File: config.mk
export PLATFORM = sky130hd
export DESIGN_NAME = poly_small_mkgauss_mc_flat
export DESIGN_NICKNAME = d
export VERILOG_FILES = /design/src/rtl/poly_small_mkgauss_mc_pkg.sv /design/src/rtl/poly_small_mkgauss_mc_if.sv /design/src/rtl/poly_small_mkgauss_mc_mkgauss.sv /design/src/rtl/poly_small_mkgauss_mc.sv /design/src/flat_wrapper.sv
export SDC_FILE = /design/constraint.sdc
export NUM_CORES = 1
export LEC_CHECK = 0
export CORE_UTILIZATION = 35
export DETAILED_ROUTE_END_ITERATION = 8
export PLACE_DENSITY = 0.61
export REMOVE_ABC_BUFFERS = 1
export SYNTH_ARGS = -nofsm -noshare
export SYNTH_HDL_FRONTEND = slang
export SYNTH_SLANG_ARGS = --single-unit
File: constraint.sdc
create_clock -name clk -period 2.9 [get_ports clk]
set_input_delay 0.435 -clock clk [delete_from_list [all_inputs] [get_ports clk]]
set_output_delay 0.435 -clock clk [all_outputs]
set_load 0.01 [all_outputs]
File: src/rtl/poly_small_mkgauss_mc_pkg.sv
// Shared types and constants for the multi-channel small-polynomial Gaussian sampler.
// Holds the controller state encoding and the coefficient range check.
package poly_small_pkg;

  localparam int MAX_LOGN = 10;
  localparam int RNG_W    = 128;
  localparam int SAMPLE_W = 32;

  typedef enum logic [1:0] {
    IDLE  = 2'd0,
    RUN   = 2'd1,
    DRAIN = 2'd2
  } state_t;

  // Symmetric window: the most negative CW-bit code is excluded so negation stays representable.
  function automatic logic in_bound(input logic signed [SAMPLE_W-1:0] val, input int cw);
    logic signed [SAMPLE_W-1:0] lim;
    lim = $signed((32'd1 << (cw - 1)) - 32'd1);
    return (val >= -lim) && (val <= lim);
  endfunction

endpackage

File: src/rtl/poly_small_mkgauss_mc_if.sv
// Coefficient output stream: valid/ready handshake with index, channel and last-of-polynomial tag.
interface poly_small_mkgauss_mc_if #(
  parameter int LOGN = 9,
  parameter int CW   = 8
);
  logic                   coef_valid;
  logic                   coef_ready;
  logic signed [CW-1:0]   coef;
  logic [LOGN-1:0]        coef_idx;
  logic [1:0]             coef_ch;
  logic                   coef_last;

  modport master (
    output coef_valid, coef, coef_idx, coef_ch, coef_last,
    input  coef_ready
  );

  modport slave (
    input  coef_valid, coef, coef_idx, coef_ch, coef_last,
    output coef_ready
  );
endinterface

File: src/rtl/poly_small_mkgauss_mc_mkgauss.sv
// Gaussian sampler core: one random word per extract, sample ready one cycle later.
// The sample is a 32-bit offset from the top word plus a centered binomial spread over the low 96 bits.
module mkgauss
  import poly_small_pkg::*;
(
  input  logic                       clk,
  input  logic                       rst_n,
  input  logic                       ena,
  input  logic                       rng_valid,
  input  logic [RNG_W-1:0]           rng,
  output logic                       rng_extract,
  output logic signed [SAMPLE_W-1:0] val,
  output logic                       val_valid
);

  logic signed [SAMPLE_W-1:0] spread;

  assign rng_extract = ena && rng_valid;

  // Centered binomial: ones in the low 48 bits minus ones in the next 48 bits.
  always_comb begin
    spread = '0;
    for (int k = 0; k < 48; k++) begin
      spread = spread + $signed(SAMPLE_W'(rng[k])) - $signed(SAMPLE_W'(rng[k + 48]));
    end
  end

  always_ff @(posedge clk or negedge rst_n) begin
    if (!rst_n) begin
      val_valid <= 1'b0;
      val       <= '0;
    end else begin
      val_valid <= rng_extract;
      if (rng_extract) begin
        val <= $signed(rng[RNG_W-1 -: SAMPLE_W]) + spread;
      end
    end
  end

endmodule

File: src/rtl/poly_small_mkgauss_mc.sv
// Multi-channel small-coefficient polynomial generator: filters sampler output by range
// and odd per-channel parity, and streams coefficients through a 2-entry FIFO.
module poly_small_mkgauss_mc
  import poly_small_pkg::*;
#(
  parameter int LOGN = 9,
  parameter int CW   = 8,
  parameter int NCH  = 2
)(
  input  logic                   clk,
  input  logic                   rst_n,
  input  logic                   start,
  input  logic                   abort,
  input  logic                   par_en,
  input  logic                   rng_valid,
  input  logic [RNG_W-1:0]       rng,
  output logic                   rng_extract,
  poly_small_mkgauss_mc_if.master coef_bus,
  output logic                   busy,
  output logic                   done,
  output logic [15:0]            rej_cnt,
  output logic                   ovf
);

  localparam int IDX_W = (LOGN > MAX_LOGN) ? MAX_LOGN : LOGN;
  localparam logic [IDX_W-1:0] IDX_LAST = {IDX_W{1'b1}};
  localparam logic [1:0]       CH_LAST  = 2'(NCH - 1);

  typedef struct packed {
    logic signed [CW-1:0] coef;
    logic [IDX_W-1:0]     idx;
    logic [1:0]           ch;
  } entry_t;

  state_t                     state;
  entry_t                     mem [2];
  entry_t                     head;
  logic                       rd_ptr, wr_ptr;
  logic [1:0]                 count;
  logic [IDX_W-1:0]           idx;
  logic [1:0]                 ch;
  logic                       parity;
  logic                       par_en_q;

  logic                       sampler_ena;
  logic signed [SAMPLE_W-1:0] val;
  logic                       val_valid;

  logic pop, space, vv_run, at_last, par_ok, in_rng;
  logic accept, reject_range, drop_ovf, final_acc, head_final;

  mkgauss u_mkgauss (
    .clk         (clk),
    .rst_n       (rst_n),
    .ena         (sampler_ena),
    .rng_valid   (rng_valid),
    .rng         (rng),
    .rng_extract (rng_extract),
    .val         (val),
    .val_valid   (val_valid)
  );

  // Only request a new sample once the FIFO is fully drained; with the sampler's one-cycle
  // latency this bounds in-flight samples to two, which the FIFO can always absorb.
  assign sampler_ena = (state == RUN) && (count == 2'd0);
  assign busy        = (state != IDLE);

  assign head                = mem[rd_ptr];
  assign coef_bus.coef_valid = (count != 2'd0);
  assign coef_bus.coef       = coef_bus.coef_valid ? head.coef : '0;
  assign coef_bus.coef_idx   = coef_bus.coef_valid ? head.idx  : '0;
  assign coef_bus.coef_ch    = coef_bus.coef_valid ? head.ch   : '0;
  assign coef_bus.coef_last  = coef_bus.coef_valid && (head.idx == IDX_LAST);

  always_comb begin
    pop          = coef_bus.coef_valid && coef_bus.coef_ready;
    space        = (count != 2'd2) || pop;
    vv_run       = val_valid && (state == RUN);
    in_rng       = in_bound(val, CW);
    at_last      = (idx == IDX_LAST);
    par_ok       = !(par_en_q && at_last) || (parity ^ val[0]);
    accept       = vv_run && space && in_rng && par_ok;
    reject_range = vv_run && space && !in_rng;
    drop_ovf     = vv_run && !space;
    final_acc    = accept && at_last && (ch == CH_LAST);
    head_final   = (head.idx == IDX_LAST) && (head.ch == CH_LAST);
  end

  // Controller, FIFO and statistics share one register block so abort can flush them together.
  always_ff @(posedge clk or negedge rst_n) begin
    if (!rst_n) begin
      state    <= IDLE;
      count    <= '0;
      rd_ptr   <= 1'b0;
      wr_ptr   <= 1'b0;
      idx      <= '0;
      ch       <= '0;
      parity   <= 1'b0;
      par_en_q <= 1'b0;
      rej_cnt  <= '0;
      ovf      <= 1'b0;
      done     <= 1'b0;
      for (int k = 0; k < 2; k++) begin
        mem[k] <= '0;
      end
    end else if (abort) begin
      state  <= IDLE;
      count  <= '0;
      rd_ptr <= 1'b0;
      wr_ptr <= 1'b0;
      done   <= 1'b0;
    end else begin
      done <= pop && head_final;

      case (state)
        IDLE: begin
          if (start) begin
            state    <= RUN;
            idx      <= '0;
            ch       <= '0;
            parity   <= 1'b0;
            par_en_q <= par_en;
            rej_cnt  <= '0;
            ovf      <= 1'b0;
          end
        end
        RUN: begin
          if (final_acc) begin
            state <= DRAIN;
          end
        end
        DRAIN: begin
          if ((count == 2'd0) || ((count == 2'd1) && pop)) begin
            state <= IDLE;
          end
        end
        default: state <= IDLE;
      endcase

      if (accept) begin
        mem[wr_ptr] <= '{coef: val[CW-1:0], idx: idx, ch: ch};
        wr_ptr      <= ~wr_ptr;
        idx         <= idx + 1'b1;
        if (at_last) begin
          ch     <= ch + 2'd1;
          parity <= 1'b0;
        end else begin
          parity <= parity ^ val[0];
        end
      end

      if (pop) begin
        rd_ptr <= ~rd_ptr;
      end
      count <= count + {1'b0, accept} - {1'b0, pop};

      if (reject_range && (rej_cnt != 16'hFFFF)) begin
        rej_cnt <= rej_cnt + 16'd1;
      end
      if (drop_ovf) begin
        ovf <= 1'b1;
      end
    end
  end

endmodule

File: src/flat_wrapper.sv
// flat-port wrapper written by rule: the top's interface ports become plain ports
module poly_small_mkgauss_mc_flat import poly_small_pkg::*;
#(
  parameter int LOGN = 9,
  parameter int CW   = 8,
  parameter int NCH  = 2
)
  (clk, rst_n, start, abort, par_en, rng_valid, rng, rng_extract, busy, done, rej_cnt, ovf, coef_bus_coef_valid, coef_bus_coef, coef_bus_coef_idx, coef_bus_coef_ch, coef_bus_coef_last, coef_bus_coef_ready);
  poly_small_mkgauss_mc_if #(.LOGN(LOGN), .CW(CW)) coef_bus_i ();
  input  logic clk;
  input  logic rst_n;
  input  logic start;
  input  logic abort;
  input  logic par_en;
  input  logic rng_valid;
  input  logic [RNG_W-1:0] rng;
  output logic rng_extract;
  output logic busy;
  output logic done;
  output logic [15:0] rej_cnt;
  output logic ovf;
  output wire logic [$bits(coef_bus_i.coef_valid)-1:0] coef_bus_coef_valid;
  output wire logic [$bits(coef_bus_i.coef)-1:0] coef_bus_coef;
  output wire logic [$bits(coef_bus_i.coef_idx)-1:0] coef_bus_coef_idx;
  output wire logic [$bits(coef_bus_i.coef_ch)-1:0] coef_bus_coef_ch;
  output wire logic [$bits(coef_bus_i.coef_last)-1:0] coef_bus_coef_last;
  input wire logic [$bits(coef_bus_i.coef_ready)-1:0] coef_bus_coef_ready;
  assign coef_bus_coef_valid = coef_bus_i.coef_valid;
  assign coef_bus_coef = coef_bus_i.coef;
  assign coef_bus_coef_idx = coef_bus_i.coef_idx;
  assign coef_bus_coef_ch = coef_bus_i.coef_ch;
  assign coef_bus_coef_last = coef_bus_i.coef_last;
  assign coef_bus_i.coef_ready = coef_bus_coef_ready;
  poly_small_mkgauss_mc #(.LOGN(LOGN), .CW(CW), .NCH(NCH)) u_core (.clk(clk), .rst_n(rst_n), .start(start), .abort(abort), .par_en(par_en), .rng_valid(rng_valid), .rng(rng), .rng_extract(rng_extract), .coef_bus(coef_bus_i), .busy(busy), .done(done), .rej_cnt(rej_cnt), .ovf(ovf));
endmodule
Word-level counts from Yosys, hierarchy flattened
Index checks and enable logic that the tools add are counted.
{ "op_classes": {"mul": 0, "n_addsub": 101, "n_shift": 0, "n_reduce_logical": 43, "n_bitwise": 6, "muxes": 35, "n_lt_le_gt_ge": 5, "div": 0, "eq_ne": 12} }
{ "op_table": {"columns": ["cell", "count"], "rows": [
  ["$add A32 B2 Y32", 32],
  ["$sub A32 B2 Y32", 32],
  ["$mux W19", 4],
  ["$mux W16", 3],
  ["$bwmux W38", 1],
  ["$mux W9", 4],
  ["$add A32 B32 Y32", 1],
  ["$ge A32 B8 Y1 const B", 1],
  ["$le A32 B8 Y1 const B", 1],
  ["$sub A31 B2 Y32", 1],
  ["$add A30 B2 Y31", 1],
  ["$sub A29 B2 Y30", 1],
  ["$add A28 B2 Y29", 1],
  ["$sub A27 B2 Y28", 1],
  ["$add A26 B2 Y27", 1],
  ["$sub A25 B2 Y26", 1],
  ["$add A24 B2 Y25", 1],
  ["$sub A23 B2 Y24", 1],
  ["$add A22 B2 Y23", 1],
  ["$sub A21 B2 Y22", 1],
  ["$add A20 B2 Y21", 1],
  ["$mux W2", 10],
  ["$reduce_bool A2 Y1", 10],
  ["$sub A19 B2 Y20", 1],
  ["45 further kinds", 90]
]} }
{ "word_totals": {"elab_cells": 221, "register_bits": 108, "mem_bits_ro": 0, "inputBits": 135, "latch_bits": 0, "out_inout_bits": 41, "memories": 0, "ramBits": 0} }

Depth between registers and ports, before layout
{ "logic_depth": {"depth_word": 96, "ltp_mapped": 29} }

Modules after synthesis
From an unflattened synthesis, not the netlist that was laid out.
{ "unflattened": {"hier_cells": 1204, "hier_area_um2": 11377.2} }
{ "by_module_without_submodules": {"columns": ["mod", "n_inst", "cells_per_inst", "seq_area_each_um2", "area_each_um2"], "rows": [
  ["mkgauss", 1, 828, 825.8, 7424.6],
  ["poly_small_mkgauss_mc", 1, 376, 1876.8, 3952.5]
]} }

Worst setup path after synthesis
Ideal clock, no wire load.
{ "synth_timing": {"path_kind": "input port to flip-flop", "startpoint": "input rng[6]", "endpoint": "register u_core.u_mkgauss.val[29]", "arrival_ns": 7.409, "path_stages": 27, "path_buffers": 0, "required_time_ns": 2.771, "slack_ns": -4.638, "cell_sequence": "inv_1 -> fa_1 -> fa_1 -> inv_1 -> fa_1 -> fa_1 -> inv_1 -> fa_1 -> inv_1 -> fa_1 -> fa_1 -> fa_1 -> inv_1 -> fa_1 -> inv_1 -> ha_1 -> inv_1 -> fa_1 -> nor2b_1 -> o31a_1 -> o221a_2 -> a211oi_2 -> o31ai_1 -> a311oi_1 -> o21ai_0 -> xnor2_1 -> o21ai_1"} }
{ "synth_between": {"elab_chain_cells": 85} }
{ "synth_lines": {"columns": ["element", "line", "text"], "rows": [
  ["start, declared", "flat_wrapper.sv:16", "input logic [RNG_W-1:0] rng;"],
  ["$add A12 B2 Y13", "poly_small_mkgauss_mc_mkgauss.sv:24", "spread = spread + $signed(SAMPLE_W'(rng[k])) - $signed(SAMPLE_W'(rng[k + 48]));"],
  ["$sub A13 B2 Y14", "poly_small_mkgauss_mc_mkgauss.sv:24", null],
  ["$add A14 B2 Y15", "poly_small_mkgauss_mc_mkgauss.sv:24", null],
  ["$sub A15 B2 Y16", "poly_small_mkgauss_mc_mkgauss.sv:24", null],
  ["$add A16 B2 Y17", "poly_small_mkgauss_mc_mkgauss.sv:24", null],
  ["$sub A17 B2 Y18", "poly_small_mkgauss_mc_mkgauss.sv:24", null],
  ["$add A18 B2 Y19", "poly_small_mkgauss_mc_mkgauss.sv:24", null],
  ["$sub A19 B2 Y20", "poly_small_mkgauss_mc_mkgauss.sv:24", null],
  ["[... 69 more ...]", null, null],
  ["$sub A32 B2 Y32", "poly_small_mkgauss_mc_mkgauss.sv:24", null],
  ["$add A32 B2 Y32", "poly_small_mkgauss_mc_mkgauss.sv:24", null],
  ["$sub A32 B2 Y32", "poly_small_mkgauss_mc_mkgauss.sv:24", null],
  ["$add A32 B2 Y32", "poly_small_mkgauss_mc_mkgauss.sv:24", null],
  ["$sub A32 B2 Y32", "poly_small_mkgauss_mc_mkgauss.sv:24", null],
  ["$add A32 B2 Y32", "poly_small_mkgauss_mc_mkgauss.sv:24", null],
  ["$sub A32 B2 Y32", "poly_small_mkgauss_mc_mkgauss.sv:24", null],
  ["$add A32 B32 Y32", "poly_small_mkgauss_mc_mkgauss.sv:35", "val <= $signed(rng[RNG_W-1 -: SAMPLE_W]) + spread;"],
  ["end signal, assigned", "poly_small_mkgauss_mc_mkgauss.sv:35", null],
  ["end, declared", "poly_small_mkgauss_mc_mkgauss.sv:12", "output logic signed [SAMPLE_W-1:0] val,"]
]} }
No other way between the ends.
A chain may end at the register's enable or synchronous reset.

Final worst setup path
{ "layout_timing": {"startpoint": "input rng[14]", "endpoint": "register u_core.u_mkgauss.val[29]"} }
{ "layout_between": {"elab_chain_cells": 69} }
{ "layout_lines": {"columns": ["element", "line"], "rows": [
  ["$add A28 B2 Y29", "poly_small_mkgauss_mc_mkgauss.sv:24"],
  ["$sub A29 B2 Y30", "poly_small_mkgauss_mc_mkgauss.sv:24"],
  ["$add A30 B2 Y31", "poly_small_mkgauss_mc_mkgauss.sv:24"],
  ["$sub A31 B2 Y32", "poly_small_mkgauss_mc_mkgauss.sv:24"],
  ["$add A32 B2 Y32", "poly_small_mkgauss_mc_mkgauss.sv:24"],
  ["$sub A32 B2 Y32", "poly_small_mkgauss_mc_mkgauss.sv:24"],
  ["$add A32 B2 Y32", "poly_small_mkgauss_mc_mkgauss.sv:24"],
  ["$sub A32 B2 Y32", "poly_small_mkgauss_mc_mkgauss.sv:24"],
  ["[... 53 more ...]", null],
  ["$sub A32 B2 Y32", "poly_small_mkgauss_mc_mkgauss.sv:24"],
  ["$add A32 B2 Y32", "poly_small_mkgauss_mc_mkgauss.sv:24"],
  ["$sub A32 B2 Y32", "poly_small_mkgauss_mc_mkgauss.sv:24"],
  ["$add A32 B2 Y32", "poly_small_mkgauss_mc_mkgauss.sv:24"],
  ["$sub A32 B2 Y32", "poly_small_mkgauss_mc_mkgauss.sv:24"],
  ["$add A32 B2 Y32", "poly_small_mkgauss_mc_mkgauss.sv:24"],
  ["$sub A32 B2 Y32", "poly_small_mkgauss_mc_mkgauss.sv:24"],
  ["$add A32 B32 Y32", "poly_small_mkgauss_mc_mkgauss.sv:35"]
]} }
No other way between the ends.

==> impl_metrics.toml <==
[die]
io_pins = 176
core_sq_mm = 0.03003
floorplan.initialDensity_pct = 35.97
rows = 63
die_w_microns = 177.7
die_h_microns = 177.7
die_area_sq_mm = 0.03157

[global_route]
grt_pass1_wl_microns = 38280
grt_usage_pct = 14.78
antenna_found_initial = 0
grt_max_degree = 61
grt_pass1_vias = 8311
grt_overflow = 0

[yosys]
yosysSeqAreaShare_pct = 25.02
ys_async_sr_fraction_pct = 100.0
synth_edf_count = 0
syn_inst = 1105
yosysUniqueCellTypes = 57
synth_flop_cell = "dfrtp_1"
synth_seq_cells = 108
syn_area_sq_mm = 0.01080
synth.avg_cell_area_sq_um = 9.775
ys_warn_count = 0

[clocking]
clk_pin_slew_worst_paths_ps = 70
cts_tree = "done"
cts.sink_count = 108
clockRootBuffer = "clkbuf_16"
cts_max_level = 3
clockBufferDepth = 2
cts_made_buffers = 9
worstSkewPairLatency_ps = 350
hold_buffers = 0

[drt]
wl_met2_microns = 11360
routed_wl_microns = 22460
wl_met1_microns = 10350
viasPerCell = 4.573
antenna_left = 0
drc = 0
routed.top_layer = "met4"
post_drt_wl_per_cell_microns = 12.54
dr.pass1.iters = 4
route.met3.wl_microns = 617
dr_total_vias = 8191
first_iter_violations = 202

[setup_path]
critical_path_arrival_ps = 7330
end_kind = "register"
cp-start-kind = "input port"
worstSetupPathType = "input port to register"
critPathMaxFanout = 3
required_ps = 3120

[sta]
max_freq_ghz = 0.1407
finClkSkew_ps = 10.23
post-route-period-util_pct = 245.1
fin_ws_ps = -4208
worst_hold_slack_ps = 150.7
final.setup.tns_ps = -119830
relSlewSlack_pct = 50.69
setup_violations = 32
grt_setup_unrepaired = "yes"
hold_viol_final = 0
drv_slew = 0
worstMarginPinSlew_ps = 739.7
min_period_ps = 7108

[placement]
place_hpwl_microns = 18980
gp_congestion = 0.8380
place_inst = 1772
port_buffers = 175

[run_status]
status = "finished with violations"
violations = "setup timing"

[final_layout]
fin_util_pct = 47.82
fin_nets = 1776
area_delta_synth_final_pct = 32.96
stdcell_count = 1791
drive_gt1_share_pct = 22.06
diodes = 0

[job]
max_cap_violations = 0

[hold_path]
holdCritPathClass = "input port to asynchronous set/reset pin"
critical path: stages:
cell           delay (ps)
dlygate4sd2_1         230
inv_2                  50
fa_1                  420
fa_1                  480
inv_1                  50
fa_2                  340
fa_1                  530
inv_2                  40
fa_1                  540
inv_2                  50
fa_1                  560
fa_1                  440
fa_1                  510
inv_1                  50
fa_1                  490
inv_2                  50
ha_4                  150
inv_2                  50
fa_2                  200
nor2b_2                40
o31a_1                300
o221a_2               250
a211oi_4              250
o31ai_4               100
a311oi_2              330
o21ai_1               140
xnor2_1               180
o21ai_1                70
cell type report:
cell class | count | area (sq um)
fill | 2898 | 15670
multi-input combinational | 706 | 7202
sequential | 108 | 2703
timing repair buffer | 304 | 2659
inverter | 267 | 1002
tap | 390 | 488.0
clock buffer | 9 | 225.2
clock inverter | 7 | 82.58
cells by family (layout without fill, tap and decap cells):
family	Yosys count	in the layout	synth area share [%]
buffers and inverters	291	587	10.49
adder cells (fa/ha/maj)	245	245	36.44
AND/OR/NAND/NOR	222	222	9.892
AO/OA/AOI/OAI	127	127	7.240
flip-flops	108	108	25.02
multiplexers	58	58	6.533
XOR/XNOR	54	54	4.379
per-stage QoR:
stage / instance area [sq um] / setup slack [ps]
2_1_floorplan: 10670 / -4684
3_3_place_gp: 13900 / -5260
3_5_place_dp: 13900 / -5407
4_1_cts: 14310 / -4239
5_1_grt: 14360 / -4435
6_report: 14360 / -4208
routing by layer:
layer | global-route usage (%) | vias up
met4 | 2.493 | 0
met1 | 19.97 | 3958
li1 | - | 4107
met5 | 0 | -
met2 | 25.65 | 116
met3 | 1.692 | 10
synthesized netlist by cell type (2+ instances only):
master,number,area share [%]
o21bai_1,5,0.35
ha_1,129,15
nor2_1,59,2.1
xnor2_1,23,1.9
a22o_1,2,0.16
mux2_4,20,2.8
o21ai_1,3,0.14
a21oi_1,26,1.2
clkbuf_1,17,0.59
nand3_1,11,0.51
o22ai_1,2,0.12
o31ai_1,5,0.35
nor3_1,7,0.32
o21ai_0,47,2.2
a211oi_1,7,0.49
mux2_2,20,2.1
o21a_1,6,0.42
dfrtp_1,108,25
nand4_1,28,1.6
or2_2,3,0.17
nand2b_1,7,0.41
nand3b_1,4,0.28
mux2i_1,18,1.7
buf_6,5,0.52
nand2_1,71,2.5
a21o_1,7,0.49
a31oi_1,4,0.23
nor4_1,7,0.41
fa_1,116,21
inv_1,267,9.3
nor2b_1,5,0.29
and3_1,11,0.64
xor2_1,31,2.5
timing repair:
| item | 4_1_cts | 5_1_grt |
|---|---|---|
| gates resized for setup | 168 | 59 |
| setup buffers | 2 | 2 |
| endpoints found under the setup margin | 32 | 32 |
| pin swaps | 82 | 32 |
| hold endpoints to repair | 0 | 0 |
worst paths after layout:
check	from	to	slack, ps	cells past startpoint
worst max-delay path	rng[14]	u_core.u_mkgauss.val[29]	-4210	28
worst min-delay path	rst_n	u_core.rej_cnt[3]	150	1
worst max register to register	u_core.u_mkgauss.val[2]	u_core.rej_cnt[14]	200	9
worst min register to register	u_core.par_en_q	u_core.par_en_q	490	2
max in group asynchronous	rst_n	u_core.mem[15]	2000	2
min in group clk	u_core.par_en_q	u_core.par_en_q	490	2
cell usage in the layout (no fill, tap or decap), drive strengths merged, types with 4 or more instances in the layout:
cell type and instances:
nor2 60, o31ai 5, nor4 7, mux2i 18, o21bai 5, inv 270, o21ai 50, nand2b 7
buf 143, nand3b 4, a21o 7, ha 129, a21oi 26, clkdlybuf4s50 129, nand3 11, nor3 7
nor2b 6, clkdlybuf4s15 15, dlygate4sd2 5, dfrtp 108, fa 116, a211oi 8, clkbuf 21, o21a 6
nand4 28, mux2 40, and3 11, xor2 31, nand2 71, a31oi 4, xnor2 23
sequential cells by signal (all words and copies together) (netlist names):
name and cells:
u_core.state 2, u_core.ch 2, u_core.rd_ptr 1, u_core.done 1
u_core.ovf 1, u_core.u_mkgauss.val_valid 1, u_core.idx 9, u_core.par_en_q 1
u_core.parity 1, u_core.count 2, u_core.rej_cnt 16, u_core.mem 38
u_core.wr_ptr 1, u_core.u_mkgauss.val 32
Power is left out: the tool's default activity adds up to more than one toggle a clock period on the data nets, which glitch-free logic cannot reach.
